==> src/rtl/fsb_ctl_pkg.sv <==
// Shared definitions for the FSB bus-cycle scheduler: FSM states, select
// priority and the IDLE dispatch decision.
package fsb_ctl_pkg;

  localparam int unsigned CW_DEF = 8;

  typedef enum logic [2:0] {
    S_IDLE,
    S_RAM,
    S_ROM,
    S_IO,
    S_NOSEL,
    S_REFRESH,
    S_DONE
  } state_t;

  typedef enum logic [2:0] {
    SEL_NONE,
    SEL_ROM,
    SEL_IO,
    SEL_RAM,
    SEL_REF,
    SEL_NOSEL
  } sel_t;

  // ROM beats IO beats RAM; a pending refresh steals RAM from a CPU cycle
  function automatic sel_t dispatch(input logic bact, input logic romcs,
                                    input logic iocs, input logic ramcs,
                                    input logic refreq);
    if (bact && romcs)                 return SEL_ROM;
    else if (bact && iocs)             return SEL_IO;
    else if (bact && ramcs && !refreq) return SEL_RAM;
    else if (refreq)                   return SEL_REF;
    else if (bact)                     return SEL_NOSEL;
    else                               return SEL_NONE;
  endfunction

endpackage

==> src/rtl/fsb_ws_counter.sv <==
// Loadable up/down counter shared by the wait-state and timeout paths.
module fsb_ws_counter
  import fsb_ctl_pkg::*;
#(
  parameter int unsigned CW = CW_DEF,
  parameter int unsigned TC = 255
) (
  input  logic          clk,
  input  logic          rst_n,
  input  logic          load,
  input  logic [CW-1:0] load_val,
  input  logic          en,
  input  logic          up,
  output logic [CW-1:0] count,
  output logic          zero,
  output logic          tc
);

  always_ff @(posedge clk) begin
    if (!rst_n)    count <= '0;
    else if (load) count <= load_val;
    else if (en)   count <= up ? count + CW'(1) : count - CW'(1);
  end

  assign zero = (count == '0);
  assign tc   = (count == CW'(TC));

endmodule

==> src/rtl/fsb_ready_ctl.sv <==
// FSB bus-cycle scheduler: RAM/refresh arbitration, wait states, IO bridge
// handshake, Ready/BErr generation. All outputs registered.
module fsb_ready_ctl
  import fsb_ctl_pkg::*;
#(
  parameter int unsigned RAM_WS  = 2,
  parameter int unsigned ROM_WS  = 1,
  parameter int unsigned REF_LEN = 4,
  parameter int unsigned TIMEOUT = 255,
  parameter int unsigned CW      = CW_DEF
) (
  input  logic FCLK,
  input  logic nRES,
  input  logic BACT,
  input  logic RAMCS,
  input  logic ROMCS,
  input  logic IOCS,
  input  logic RefReq,
  input  logic IOAck,
  output logic RAMGo,
  output logic RefAct,
  output logic IOReq,
  output logic Ready,
  output logic BErr
);

  state_t        state, state_nx;
  logic          ramgo_nx, refact_nx, ioreq_nx, ready_nx, berr_nx;
  logic          cnt_load, cnt_en, cnt_up, cnt_zero, cnt_tc;
  logic [CW-1:0] cnt_val, cnt;

  fsb_ws_counter #(.CW(CW), .TC(TIMEOUT)) u_cnt (
    .clk      (FCLK),
    .rst_n    (nRES),
    .load     (cnt_load),
    .load_val (cnt_val),
    .en       (cnt_en),
    .up       (cnt_up),
    .count    (cnt),
    .zero     (cnt_zero),
    .tc       (cnt_tc)
  );

  always_ff @(posedge FCLK) begin
    if (!nRES) begin
      state  <= S_IDLE;
      RAMGo  <= 1'b0;
      RefAct <= 1'b0;
      IOReq  <= 1'b0;
      Ready  <= 1'b0;
      BErr   <= 1'b0;
    end else begin
      state  <= state_nx;
      RAMGo  <= ramgo_nx;
      RefAct <= refact_nx;
      IOReq  <= ioreq_nx;
      Ready  <= ready_nx;
      BErr   <= berr_nx;
    end
  end

  always_comb begin
    state_nx  = state;
    ramgo_nx  = RAMGo;
    refact_nx = RefAct;
    ioreq_nx  = IOReq;
    ready_nx  = Ready;
    berr_nx   = BErr;
    cnt_load  = 1'b0;
    cnt_val   = '0;
    cnt_en    = 1'b0;
    cnt_up    = 1'b0;

    unique case (state)
      S_IDLE: begin
        ramgo_nx  = 1'b0;
        refact_nx = 1'b0;
        ioreq_nx  = 1'b0;
        ready_nx  = 1'b0;
        berr_nx   = 1'b0;
        cnt_load  = 1'b1;
        unique case (dispatch(BACT, ROMCS, IOCS, RAMCS, RefReq))
          SEL_ROM:   begin state_nx = S_ROM;     cnt_val = CW'(ROM_WS); end
          SEL_IO:    begin state_nx = S_IO;      ioreq_nx = 1'b1; end
          SEL_RAM:   begin state_nx = S_RAM;     ramgo_nx = 1'b1; cnt_val = CW'(RAM_WS); end
          SEL_REF:   begin state_nx = S_REFRESH; refact_nx = 1'b1; cnt_val = CW'(REF_LEN - 1); end
          SEL_NOSEL: state_nx = S_NOSEL;
          default:   cnt_load = 1'b0;
        endcase
      end
      S_RAM, S_ROM: begin
        if (!BACT) begin
          state_nx = S_IDLE;
          ramgo_nx = 1'b0;
        end else if (cnt_zero) begin
          state_nx = S_DONE;
          ramgo_nx = 1'b0;
          ready_nx = 1'b1;
        end else begin
          cnt_en = 1'b1;
        end
      end
      S_IO: begin
        // abort first, then IOAck ahead of timeout
        if (!BACT) begin
          state_nx = S_IDLE;
          ioreq_nx = 1'b0;
        end else if (IOAck) begin
          state_nx = S_DONE;
          ioreq_nx = 1'b0;
          ready_nx = 1'b1;
        end else if (cnt_tc) begin
          state_nx = S_DONE;
          ioreq_nx = 1'b0;
          berr_nx  = 1'b1;
        end else begin
          cnt_en = 1'b1;
          cnt_up = 1'b1;
        end
      end
      S_NOSEL: begin
        if (!BACT) begin
          state_nx = S_IDLE;
        end else if (cnt_tc) begin
          state_nx = S_DONE;
          berr_nx  = 1'b1;
        end else begin
          cnt_en = 1'b1;
          cnt_up = 1'b1;
        end
      end
      S_REFRESH: begin
        if (cnt_zero) begin
          state_nx  = S_IDLE;
          refact_nx = 1'b0;
        end else begin
          cnt_en = 1'b1;
        end
      end
      S_DONE: begin
        if (!BACT) begin
          state_nx = S_IDLE;
          ready_nx = 1'b0;
          berr_nx  = 1'b0;
        end
      end
      default: state_nx = S_IDLE;
    endcase
  end

endmodule
==> config.mk <==
export PLATFORM = sky130hd
export DESIGN_NAME = fsb_ready_ctl
export DESIGN_NICKNAME = d
export VERILOG_FILES = /design/src/rtl/fsb_ctl_pkg.sv /design/src/rtl/fsb_ws_counter.sv /design/src/rtl/fsb_ready_ctl.sv
export SDC_FILE = /design/constraint.sdc
export NUM_CORES = 1
export LEC_CHECK = 0
export CORE_AREA = 2 2 52 54
export CTS_BUF_LIST = sky130_fd_sc_hd__clkbuf_2 sky130_fd_sc_hd__clkbuf_4 sky130_fd_sc_hd__clkbuf_8
export DETAILED_ROUTE_END_ITERATION = 6
export DIE_AREA = 0 0 54 56
export PLACE_DENSITY = 0.84
export SLEW_MARGIN = 20
export SYNTH_ARGS = -nofsm -noshare
export SYNTH_HDL_FRONTEND = slang
export SYNTH_SLANG_ARGS = --single-unit
==> constraint.sdc <==
create_clock -name FCLK -period 7.4 [get_ports FCLK]
set_clock_uncertainty 0.15 [all_clocks]
set_input_delay 0.74 -clock FCLK [delete_from_list [all_inputs] [get_ports FCLK]]
set_output_delay 0.74 -clock FCLK [all_outputs]
set_load 0.03 [all_outputs]
==> flow_metrics.tcl <==
set metrics [dict create \
    outcome "complete, no violations" \
    crit_slowest_cell "clkdlybuf4s50_1" \
    die_y_um 56 \
    clk_pin_slew_ps 90 \
    worst_ep_arrival_time_ps 3470 \
    synth_largest_type_area_fraction 0.209 \
    setup.worst_path.end "u_cnt.count[7]" \
    cts_tree "yes" \
    drt_wl_total_um 3170 \
    p_int_mw 0.398 \
    path_common_cell "mux2i_1" \
    rsz0062_at_grt "false" \
    ys_seq_elements 16 \
    insertedDiodeCount 0 \
    maxCapViolations 0 \
    p_clk_frac 0.058 \
    htreeDepth 1 \
    p_leak_nw 0.601 \
    worstPathCellList "clkdlybuf4s50_1, o221ai_4, ha_1, or4_1, o22ai_2, mux2i_1, mux2i_1" \
    synth_edf_count 0 \
    clockRootBuffer "clkbuf_4" \
    finalNetCount 200 \
    clock-sinks 16 \
    relSlewSlack 0.539 \
    postCtsSetupBuffers 0 \
    yosysUniqueCellTypes 64 \
    pwr-share-comb 0.701 \
    power.density_mw_per_mm2 493 \
    yosysWarnings 0 \
    remaining_drc_errors 0 \
    drv_slew 0 \
    drive_gt1_frac 0.104 \
    timing.fmax_ghz 0.294 \
    utilization 0.659 \
    reg2reg_slack_ps 4340 \
    avgSynthCellArea_um2 8.56 \
    finalCriticalPeriod_ps 3410 \
    ys_async_sr_fraction 0 \
    power.switching_mw 0.392 \
    core_area_mm2 0.00243 \
    wl_per_cell_um 14.9 \
    hold_class "register to register" \
    place_hpwl_um 2300 \
    start_kind "primary input" \
    reg2reg_to "u_cnt.count[7]" \
    timing.setup.tns_ps 0 \
    cp_top_family "buffers and inverters" \
    seq_power_share 0.241 \
    worstSetupPathType "primary input to register" \
    drtPass1Iterations 4 \
    start_util 0.630 \
    ys_seq_area_frac 0.209 \
    viasPerCell 6.41 \
    synth_nets 194 \
    area_delta_synth_final_pct 4.57 \
    synthTopCellsByArea "dfxtp_1, nand2_1, ha_1" \
    power_switching_share 0.496 \
    setup_viol 0 \
    place.gp.congestion 0.823 \
    ys.flop_type "dfxtp_1" \
    synth_top_area_cell "dfxtp_1" \
    ant_nets 0 \
    path_depth 7 \
    ios 13 \
    slowest_delay_ps 900 \
    grt_pass1_wl_um 5490 \
    worstPathRequired_ps 7460 \
    overflow 0 \
    ir_worst_vdd_v 0.000321 \
    num_rows 18 \
    grt_usage 0.234 \
    crit_path_max_fanout 20 \
    clk_latency_ps 290 \
    drtIter0Drc 29 \
    io_buffers 12 \
    cts_resized 0 \
    hold_buffers 0 \
    first_global_vias 1228 \
    hold_viol 0 \
    cts_buffer_depth 2 \
    synth_area_mm2 0.00153 \
    yosys.cell_count.top_type "nand2_1" \
    crit_buf_inv 1 \
    dieArea_mm2 0.00302 \
    reg2reg_depth 7 \
    die_x_um 54 \
    vias 1366 \
    grt_max_degree 21 \
    grt_antenna_before_repair 0 \
    end_kind "register" \
    numCtsBuffers 3 \
    min_period_over_period 0.460 \
    r2r-start "state[0]" \
    cp-startpoint "BACT" \
    ys_top_cells_by_count "nand2_1, dfxtp_1, nor2_1, o21ai_0" \
    syn_inst 179 \
    worst-slew-pin-transition_ps 691 \
]
[cells by family after synthesis]
family | Yosys count | share of synthesized area
and+or+nand+nor | 78 | 0.294
AOI/OAI and AO/OA | 54 | 0.288
DFF | 16 | 0.209
buffers and inverters | 13 | 0.0767
muxes | 8 | 0.0531
adders and majority gates | 7 | 0.0620
xor gates and xnor gates | 3 | 0.0171
[state kept, by name, summed over array words and instances, names as in the netlist]
signal / count
BErr: 1
IOReq: 1
RAMGo: 1
Ready: 1
RefAct: 1
state: 3
u_cnt.count: 8
[layer usage]
metal	part of all wire	global-route usage	routed length, um	up-vias
li1	-	-	-	681
met1	0.46	0.324	1470	648
met2	0.50	0.373	1580	33
met3	0.026	0.0161	83	4
met4	0.011	0.0821	36	0
met5	0	0	0	-
[power by group through the flow]
stage	Combinational, mW	Sequential [mW]	Clock, mW
after floorplan	0.513	0.163	0
after global placement	0.532	0.189	0
after detailed placement	0.547	0.191	0
after CTS	0.551	0.190	0.0474
after global routing	0.619	0.198	0.0512
final	0.554	0.190	0.0458
[placed cells by master (no fill, tap or decap), types with 3 or more instances in the layout]
master / netlist / routed
nand2_1: 21 / 21
dfxtp_1: 16 / 16
nor2_1: 14 / 14
o21ai_0: 12 / 12
clkdlybuf4s50_1: 0 / 12
mux2i_1: 7 / 7
a21oi_1: 7 / 7
and2_1: 6 / 6
ha_1: 6 / 6
nand2b_1: 5 / 5
nor3_1: 5 / 5
nand3_1: 5 / 5
o211ai_1: 3 / 3
a211oi_1: 3 / 3
nor2b_1: 3 / 3
a21boi_1: 3 / 3
clkbuf_4: 0 / 3
[worst min-delay path, delay by kind of cell (launching register included)]
kind	cells	cell delay [ps]
flip-flops	1	320
AO/OA/AOI/OAI	2	120
[cell type report]
cell class,instances,area (um2)
clock buffer,3,22.5
fill,215,830
inverter,2,7.51
multi-input combinational,150,1090
sequential,16,320
tap,30,37.5
timing repair buffer,12,120
[worst min path at each step]
stage | startpoint | to | slack [ps] | cells past startpoint
after CTS | RAMGo | RAMGo | 330 | 2
after floorplan | u_cnt.count[7] | u_cnt.count[7] | 350 | 2
after global routing | RAMGo | RAMGo | 350 | 2
final | RAMGo | RAMGo | 330 | 2
after global placement | Ready | Ready | 310 | 2
after detailed placement | RAMGo | RAMGo | 320 | 2
[through the flow]
step / setup slack, ps / area, um2 / hold WS, ps / cells / power (mW)
final: 3990 / 1600 / 325 / 213 / 0.790
after floorplan: 4600 / 1530 / 351 / 179 / 0.677
after detailed placement: 3730 / 1580 / 320 / 210 / 0.739
after CTS: 4020 / 1600 / 333 / 213 / 0.788
after global placement: 3790 / 1580 / 307 / 210 / 0.721
after global routing: 3830 / 1600 / 347 / 213 / 0.868
(Power assumes the default switching activity.)
